**src/rtl/sync_debounce_if.sv**
```systemverilog
// Signal bundle for sync_debounce: raw input plus synchronised/debounced results.
// No valid/ready handshake: d_async is sampled every clock, every output is a registered level or pulse.
`timescale 1ps/1ps

interface sync_debounce_if #(
    parameter int CNT_W = 8
);
    logic             d_async;
    logic             q_sync;
    logic             q_stable;
    logic             rise;
    logic             fall;
    logic [CNT_W-1:0] glitch_cnt;
    logic             glitch_sat;
    logic             dbg_state;

    modport master (
        output d_async,
        input  q_sync, q_stable, rise, fall, glitch_cnt, glitch_sat, dbg_state
    );

    modport slave (
        input  d_async,
        output q_sync, q_stable, rise, fall, glitch_cnt, glitch_sat, dbg_state
    );
endinterface

```
**src/rtl/sync_debounce.sv**
```systemverilog
// N-flop synchroniser followed by a debounce FSM that emits rise/fall pulses
// and counts rejected glitches with a saturating counter.
`timescale 1ps/1ps

module sync_debounce #(
    parameter int   STAGES    = 2,
    parameter int   DEBOUNCE  = 4,
    parameter int   CNT_W     = 8,
    parameter logic RESET_VAL = 1'b0
) (
    input logic            clk,
    input logic            rst,
    sync_debounce_if.slave bus
);
    localparam int CW = $clog2(DEBOUNCE + 1);
    localparam logic [CW-1:0]    CNT_LAST = CW'(DEBOUNCE - 1);
    localparam logic [CNT_W-1:0] GCNT_MAX = '1;

    typedef enum logic {
        ST_STABLE = 1'b0,
        ST_CHECK  = 1'b1
    } state_t;

    logic [STAGES-1:0] sync;
    state_t            state;
    logic [CW-1:0]     cnt;
    logic              q_stable;
    logic              rise;
    logic              fall;
    logic [CNT_W-1:0]  glitch_cnt;
    logic              glitch_sat;
    logic              q_sync;
    logic              mismatch;

    assign q_sync   = sync[STAGES-1];
    assign mismatch = q_sync ^ q_stable;

    // Only sync[0] ever sees the raw, possibly violating input.
    always_ff @(posedge clk or posedge rst) begin
        if (rst) begin
            sync <= {STAGES{RESET_VAL}};
        end else begin
            sync <= {sync[STAGES-2:0], bus.d_async};
        end
    end

    always_ff @(posedge clk or posedge rst) begin
        if (rst) begin
            state      <= ST_STABLE;
            cnt        <= '0;
            q_stable   <= RESET_VAL;
            rise       <= 1'b0;
            fall       <= 1'b0;
            glitch_cnt <= '0;
            glitch_sat <= 1'b0;
        end else begin
            rise <= 1'b0;
            fall <= 1'b0;
            case (state)
                ST_STABLE: begin
                    cnt <= '0;
                    if (mismatch) begin
                        if (DEBOUNCE == 1) begin
                            q_stable <= q_sync;
                            rise     <= q_sync;
                            fall     <= ~q_sync;
                        end else begin
                            state <= ST_CHECK;
                            cnt   <= CW'(1);
                        end
                    end
                end
                ST_CHECK: begin
                    if (mismatch) begin
                        if (cnt == CNT_LAST) begin
                            q_stable <= q_sync;
                            rise     <= q_sync;
                            fall     <= ~q_sync;
                            state    <= ST_STABLE;
                            cnt      <= '0;
                        end else begin
                            cnt <= cnt + CW'(1);
                        end
                    end else begin
                        // Input returned before qualifying: a rejected glitch.
                        if (glitch_cnt != GCNT_MAX) begin
                            glitch_cnt <= glitch_cnt + CNT_W'(1);
                            glitch_sat <= (glitch_cnt == GCNT_MAX - CNT_W'(1));
                        end
                        state <= ST_STABLE;
                        cnt   <= '0;
                    end
                end
                default: begin
                    state <= ST_STABLE;
                    cnt   <= '0;
                end
            endcase
        end
    end

    assign bus.q_sync     = q_sync;
    assign bus.q_stable   = q_stable;
    assign bus.rise       = rise;
    assign bus.fall       = fall;
    assign bus.glitch_cnt = glitch_cnt;
    assign bus.glitch_sat = glitch_sat;
    assign bus.dbg_state  = state;
endmodule

```
**src/flat_wrapper.sv**
```systemverilog
// flat-port wrapper written by rule: the top's interface ports become plain ports
module sync_debounce_flat 
#(
    parameter int   STAGES    = 2,
    parameter int   DEBOUNCE  = 4,
    parameter int   CNT_W     = 8,
    parameter logic RESET_VAL = 1'b0
)
  (clk, rst, bus_d_async, bus_q_sync, bus_q_stable, bus_rise, bus_fall, bus_glitch_cnt, bus_glitch_sat, bus_dbg_state);
  sync_debounce_if #(.CNT_W(CNT_W)) bus_i ();
  input logic clk;
  input logic rst;
  input wire logic [$bits(bus_i.d_async)-1:0] bus_d_async;
  output wire logic [$bits(bus_i.q_sync)-1:0] bus_q_sync;
  output wire logic [$bits(bus_i.q_stable)-1:0] bus_q_stable;
  output wire logic [$bits(bus_i.rise)-1:0] bus_rise;
  output wire logic [$bits(bus_i.fall)-1:0] bus_fall;
  output wire logic [$bits(bus_i.glitch_cnt)-1:0] bus_glitch_cnt;
  output wire logic [$bits(bus_i.glitch_sat)-1:0] bus_glitch_sat;
  output wire logic [$bits(bus_i.dbg_state)-1:0] bus_dbg_state;
  assign bus_i.d_async = bus_d_async;
  assign bus_q_sync = bus_i.q_sync;
  assign bus_q_stable = bus_i.q_stable;
  assign bus_rise = bus_i.rise;
  assign bus_fall = bus_i.fall;
  assign bus_glitch_cnt = bus_i.glitch_cnt;
  assign bus_glitch_sat = bus_i.glitch_sat;
  assign bus_dbg_state = bus_i.dbg_state;
  sync_debounce #(.STAGES(STAGES), .DEBOUNCE(DEBOUNCE), .CNT_W(CNT_W), .RESET_VAL(RESET_VAL)) u_core (.clk(clk), .rst(rst), .bus(bus_i));
endmodule
```
**config.mk**
```make
export PLATFORM = sky130hd
export DESIGN_NAME = sync_debounce_flat
export DESIGN_NICKNAME = d
export VERILOG_FILES = /design/src/rtl/sync_debounce_if.sv /design/src/rtl/sync_debounce.sv /design/src/flat_wrapper.sv
export SDC_FILE = /design/constraint.sdc
export NUM_CORES = 1
export LEC_CHECK = 0
export CORE_MARGIN = 2
export CORE_UTILIZATION = 46
export CTS_BUF_LIST = sky130_fd_sc_hd__clkbuf_8
export CTS_CLUSTER_SIZE = 40
export DETAILED_ROUTE_END_ITERATION = 6
export PLACE_DENSITY = 0.76
export SETUP_SLACK_MARGIN = 0.2
export SLEW_MARGIN = 20
export SYNTH_ARGS = -nofsm -noshare
export SYNTH_HDL_FRONTEND = slang
export SYNTH_SLANG_ARGS = --single-unit
```
**constraint.sdc**
```tcl
create_clock -name clk -period 1.7 [get_ports clk]
set_clock_uncertainty 0.15 [all_clocks]
set_input_delay 0.34 -clock clk [delete_from_list [all_inputs] [get_ports clk]]
set_output_delay 0.34 -clock clk [all_outputs]
set_load 0.05 [all_outputs]
```
---- After elaboration in Yosys (flattened, before gate mapping) ----
Index checks and enable logic that the tools add are counted.
W data, S select, Z words.
storage, ports and cells
  register bits ........................... 18
  bits of input ports ..................... 3
  output and inout port bits .............. 14
  word-level logic and storage cells ...... 33
operators by class
  add/sub/neg operators ................... 2
  equality and inequality tests ........... 3
  multiplexer cells ....................... 14
  bitwise logic cells ..................... 4
  reduce and logical (&&, ||, !) cells .... 2
operator list
  kind                   count
  $mux W1                10
  $add A8 B1 Y8 const B  1
  $eq A8 B8 Y1 const B   1
  $ne A8 B8 Y1 const B   1
  $mux W3                2
  $pmux W3 S2            1
  $reduce_and A3 Y1      2
  $add A3 B1 Y3 const B  1
  $eq A3 B2 Y1 const B   1
  $not A1 Y1             3
  $pmux W1 S2            1
  $xor A1 B1 Y1          1

---- Logic depth before layout (Yosys ltp) ----
  depth after elaboration ................. 4
  mapped depth ............................ 5
  gate-level depth less buffers ........... 5

---- Worst setup path after synthesis ----
No wires, ideal clock.
  path type ............................... register -> register
  start point ............................. reg u_core.glitch_cnt[0] (netlist: u_core.bus.glitch_cnt[0])
  end point ............................... reg u_core.glitch_cnt[5] (netlist: u_core.bus.glitch_cnt[5])
  setup time .............................. 146 ps
  arrival ................................. 1619 ps
  data required time ...................... 1404 ps
  setup slack ............................. -215 ps
  cell stages (with the launch flop) ...... 6
  path buffers ............................ 0
  clock period less this slack ............ 1915 ps
  cells stage by stage .................... dfrtp_1 > ha_1 > nand3_1 > o211ai_2 > nor3_1 > xor2_1
between the ends
  cells in the longest elaborated chain, start to end .. 2
  elaborated cells between the ends (all ways) .. 3
  classes of those cells .................. 1 x add/sub; 1 x eq/ne; 1 x reduce/logical
RTL lines
  item                                                                   line                 RTL
  from (decl)                                                            sync_debounce.sv:30  logic [CNT_W-1:0] glitch_cnt;
  from (signal assigned)                                                 sync_debounce.sv:87  glitch_cnt <= glitch_cnt + CNT_W'(1);
  parallel branches: the longest is 2 deep, another holds $add A8 B1 Y8  n/a
Several ways; the timed one is not identified.
A chain may end at the register's enable or synchronous reset.

---- Worst setup path after layout ----
  start point ............................. reg u_core.sync[1]
  end point ............................... reg u_core.glitch_cnt[3] (netlist: u_core.bus.glitch_cnt[3])
between the ends
  cells in the longest elaborated chain, start to end .. 3
RTL lines
  item                                line                 RTL
  from (decl)                         sync_debounce.sv:24  logic [STAGES-1:0] sync;
  from (signal assigned)              sync_debounce.sv:41  sync <= {STAGES{RESET_VAL}};
  from (signal assigned)              sync_debounce.sv:43  sync <= {sync[STAGES-2:0], bus.d_async};
  $xor A1 B1 Y1                       sync_debounce.sv:36  assign mismatch = q_sync ^ q_stable;
  $not A1 Y1 (no source line)         n/a
  $reduce_and A3 Y1 (no source line)  n/a
No other way between the ends.

==> flow_metrics.env <==
export IMPL_p_comb_share_pct=52.6
export IMPL_vdd_drop_max_v=0.00147
export IMPL_grt_antenna_before_repair=0
export IMPL_clock_path_buffers=2
export IMPL_clkLatencyLatePin_ps=260
export IMPL_synth_top_area_share_pct=55.7
export IMPL_io_buffers=16
export IMPL_num_rows=15
export IMPL_period_minus_slack_ps=1520
export IMPL_avgSynthCellArea_sq_um=12.1
export IMPL_grt_pass1_wl_mm=2.88
export IMPL_synth_main_ff_cell="dfrtp_1"
export IMPL_slew_headroom_pct=75.5
export IMPL_synth_seq_cells=18
export IMPL_yosysTopAreaCell="dfrtp_1"
export IMPL_yosysMostFrequentCell="dfrtp_1"
export IMPL_reg2reg_to="u_core.bus.glitch_cnt[3]"
export IMPL_num_vias=644
export IMPL_synth_fp_nets=73
export IMPL_postSynthCellCount=67
export IMPL_drive_above_1_share_pct=54.1
export IMPL_cpPeakStageDelay_ps=450
export IMPL_crit_chain="xnor2_4 -> nand2_4 -> nor2_2 -> mux2_1"
export IMPL_gp_congestion=0.818
export IMPL_drc=0
export IMPL_finalHoldViolCount=0
export IMPL_crit_arrival_ps=1510
export IMPL_cp_required_ps=1690
export IMPL_grt_overflow=0
export IMPL_r2r_slack_ps=180
export IMPL_finalSetupViolCount=0
export IMPL_vias_per_cell=5.60
export IMPL_dpl_hpwl_mm=1.14
export IMPL_synth_cell_types=25
export IMPL_core_area_sq_um=1690
export IMPL_final_nets=105
export IMPL_hold_path_class="reg -> reg"
export IMPL_p_sw_share_pct=41.4
export IMPL_detail_route_wl_per_cell_um=17.1
export IMPL_die_h_um=45.9
export IMPL_placed_cells=101
export IMPL_synth_edf_count=0
export IMPL_cts_clk_slew_worst_paths_ps=70
export IMPL_min_to="u_core.sync[1]"
export IMPL_pwr_share_seq_pct=32.4
export IMPL_crit_start="u_core.sync[1]"
export IMPL_worstHoldStart="u_core.sync[0]"
export IMPL_yosys_warnings=0
export IMPL_status="finished, final reports clean"
export IMPL_drv_slew=0
export IMPL_first_pass_iters=4
export IMPL_tightestPinTransition_ps=367
export IMPL_pin_count=17
export IMPL_setup_worst_path_end_class="flip-flop"
export IMPL_rsz0062_at_grt="yes"
export IMPL_n_antenna_cell=0
export IMPL_hold_depth=0
export IMPL_grt_usage_pct=19.7
export IMPL_tritoncts="built"
export IMPL_final_setup_tns_ps=0
export IMPL_clock_sinks=18
export IMPL_grt_start_max_net_pins=19
export IMPL_pwr_share_clk_pct=15.1
export IMPL_clock_fmax_mhz=657
export IMPL_stdcell_count=115
export IMPL_internal_power_mw=1.39
export IMPL_min_period_over_period_pct=89.5
export IMPL_dieArea_sq_um=2110
export IMPL_drt_initial_drc_count=13
export IMPL_start_util_pct=47.9
export IMPL_synth_common_cells="dfrtp_1 (18), inv_1 (5), nand2_1 (5)"
export IMPL_syn_cell_area_sq_um=808
export IMPL_r2r_start="u_core.sync[1]"
export IMPL_start_kind="flip-flop"
export IMPL_synthArstFlopShare_pct=100
export IMPL_postCtsHoldBufs=0
export IMPL_drt_wl_total_mm=1.97
export IMPL_synth_area_leaders="dfrtp_1 (56%), ha_1 (4.6%), xnor2_4 (3.4%)"
export IMPL_crit_fanout=5
export IMPL_numCtsBuffers=3
export IMPL_p_leak_nw=0.594
export IMPL_cts_htree_levels=1
export IMPL_ys_seq_area_share_pct=55.7
export IMPL_slowest_stage="dfrtp_2"
export IMPL_p_per_area_nw_per_um2=1760
export IMPL_drv_cap=0
export IMPL_crit_type="reg -> reg"
export IMPL_p_switching_mw=0.985
export IMPL_die_x_um=45.9
export IMPL_antenna_left=0
export IMPL_area_growth_pct=67.6
export IMPL_root_buffer="clkbuf_8"
export IMPL_rr_worst_depth=4
export IMPL_grt_pass1_vias=642
==> metal layers <==
metal / up-vias / part of all wire (%) / wire, um / GRT usage [%]
li1: 296 / - / - / -
met1: 322 / 40 / 779 / 24.2
met4: 0 / 2.6 / 51 / 8.57
met2: 22 / 54 / 1050 / 32.5
met5: - / 0 / 0 / 0
met3: 4 / 4.2 / 82 / 4.76
==> what timing repair did <==
item / CTS / global route
cloned: 0 / 0
resized for setup: 2 / 10
endpoints found under the setup margin: 7 / 14
buffers inserted: 8 / 2
pin swaps: 3 / 4
==> sequential cells by signal, summed over array words and instances, names as in the netlist <==
register,count
u_core.bus.dbg_state,1
u_core.bus.fall,1
u_core.bus.glitch_cnt,8
u_core.bus.glitch_sat,1
u_core.bus.q_stable,1
u_core.bus.rise,1
u_core.cnt,3
u_core.sync,2
==> final cells by class <==
type,instances,area (sq um)
sequential,18,464
multi-input combinational,44,402
timing repair buffer,27,394
fill,91,334
clock buffer,4,55.1
tap,17,21.3
inverter,5,18.8
==> stage by stage <==
stage / total power, mW / setup WS, ps / cell area [sq um] / hold WS (ps) / util, %
finish: 2.38 / 178 / 1360 / 213 / 80.2
global route: 2.48 / 130 / 1360 / 219 / 80.2
CTS: 2.28 / 149 / 1300 / 212 / 76.8
detailed placement: 1.78 / 70.9 / 1170 / 196 / 69.4
global placement: 1.75 / 131 / 1170 / 184 / 69.4
floorplan: 1.29 / 47.3 / 843 / 128 / -
==> power groups by stage <==
| stage | registers [mW] | clock network [mW] | logic, mW |
|---|---|---|---|
| 3_3_place_gp | 0.775 | 0 | 0.976 |
| 3_5_place_dp | 0.786 | 0 | 0.994 |
| 2_1_floorplan | 0.999 | 0 | 0.295 |
| 5_1_grt | 0.783 | 0.370 | 1.33 |
| 6_report | 0.771 | 0.358 | 1.25 |
| 4_1_cts | 0.753 | 0.352 | 1.17 |
==> cell families (layout without fill, tap and decap cells) <==
group,Yosys count,after routing,synth area share [%]
muxes,4,4,5.42
DFF,18,18,55.7
buffers and inverters,5,36,2.32
adders and majority gates,3,3,4.64
xor gates and xnor gates,5,5,7.74
and+or+nand+nor,25,25,18.3
AOI/OAI and AO/OA,7,7,5.88
==> worst max-delay path by stage <==
stage,end
after floorplan,u_core.bus.glitch_cnt[7]
after global placement,u_core.bus.glitch_cnt[7]
after detailed placement,u_core.bus.glitch_cnt[7]
after CTS,u_core.bus.glitch_cnt[7]
after global routing,u_core.bus.glitch_cnt[7]
final,u_core.bus.glitch_cnt[3]
==> cell usage in the layout, fill, tap and decap left out, types with 2 or more instances in the layout <==
cell type and instances:
buf_12 14, xor2_1 2, dfrtp_2 11, nand3_1 3, o21ai_0 2, nor3b_1 2
nor2_1 2, clkdlybuf4s50_1 2, dfrtp_1 7, buf_4 8, clkbuf_8 4, inv_1 5
buf_6 3, ha_1 2, xnor2_1 2, nand2_1 5, nand4_1 3
==> worst max-delay path, delay by kind of cell (launching register included) <==
kind	cells	cell delay, ps
and+or+nand+nor	2	240
xor gates and xnor gates	1	220
DFF	1	450
muxes	1	340
(Power assumes the default switching activity.)
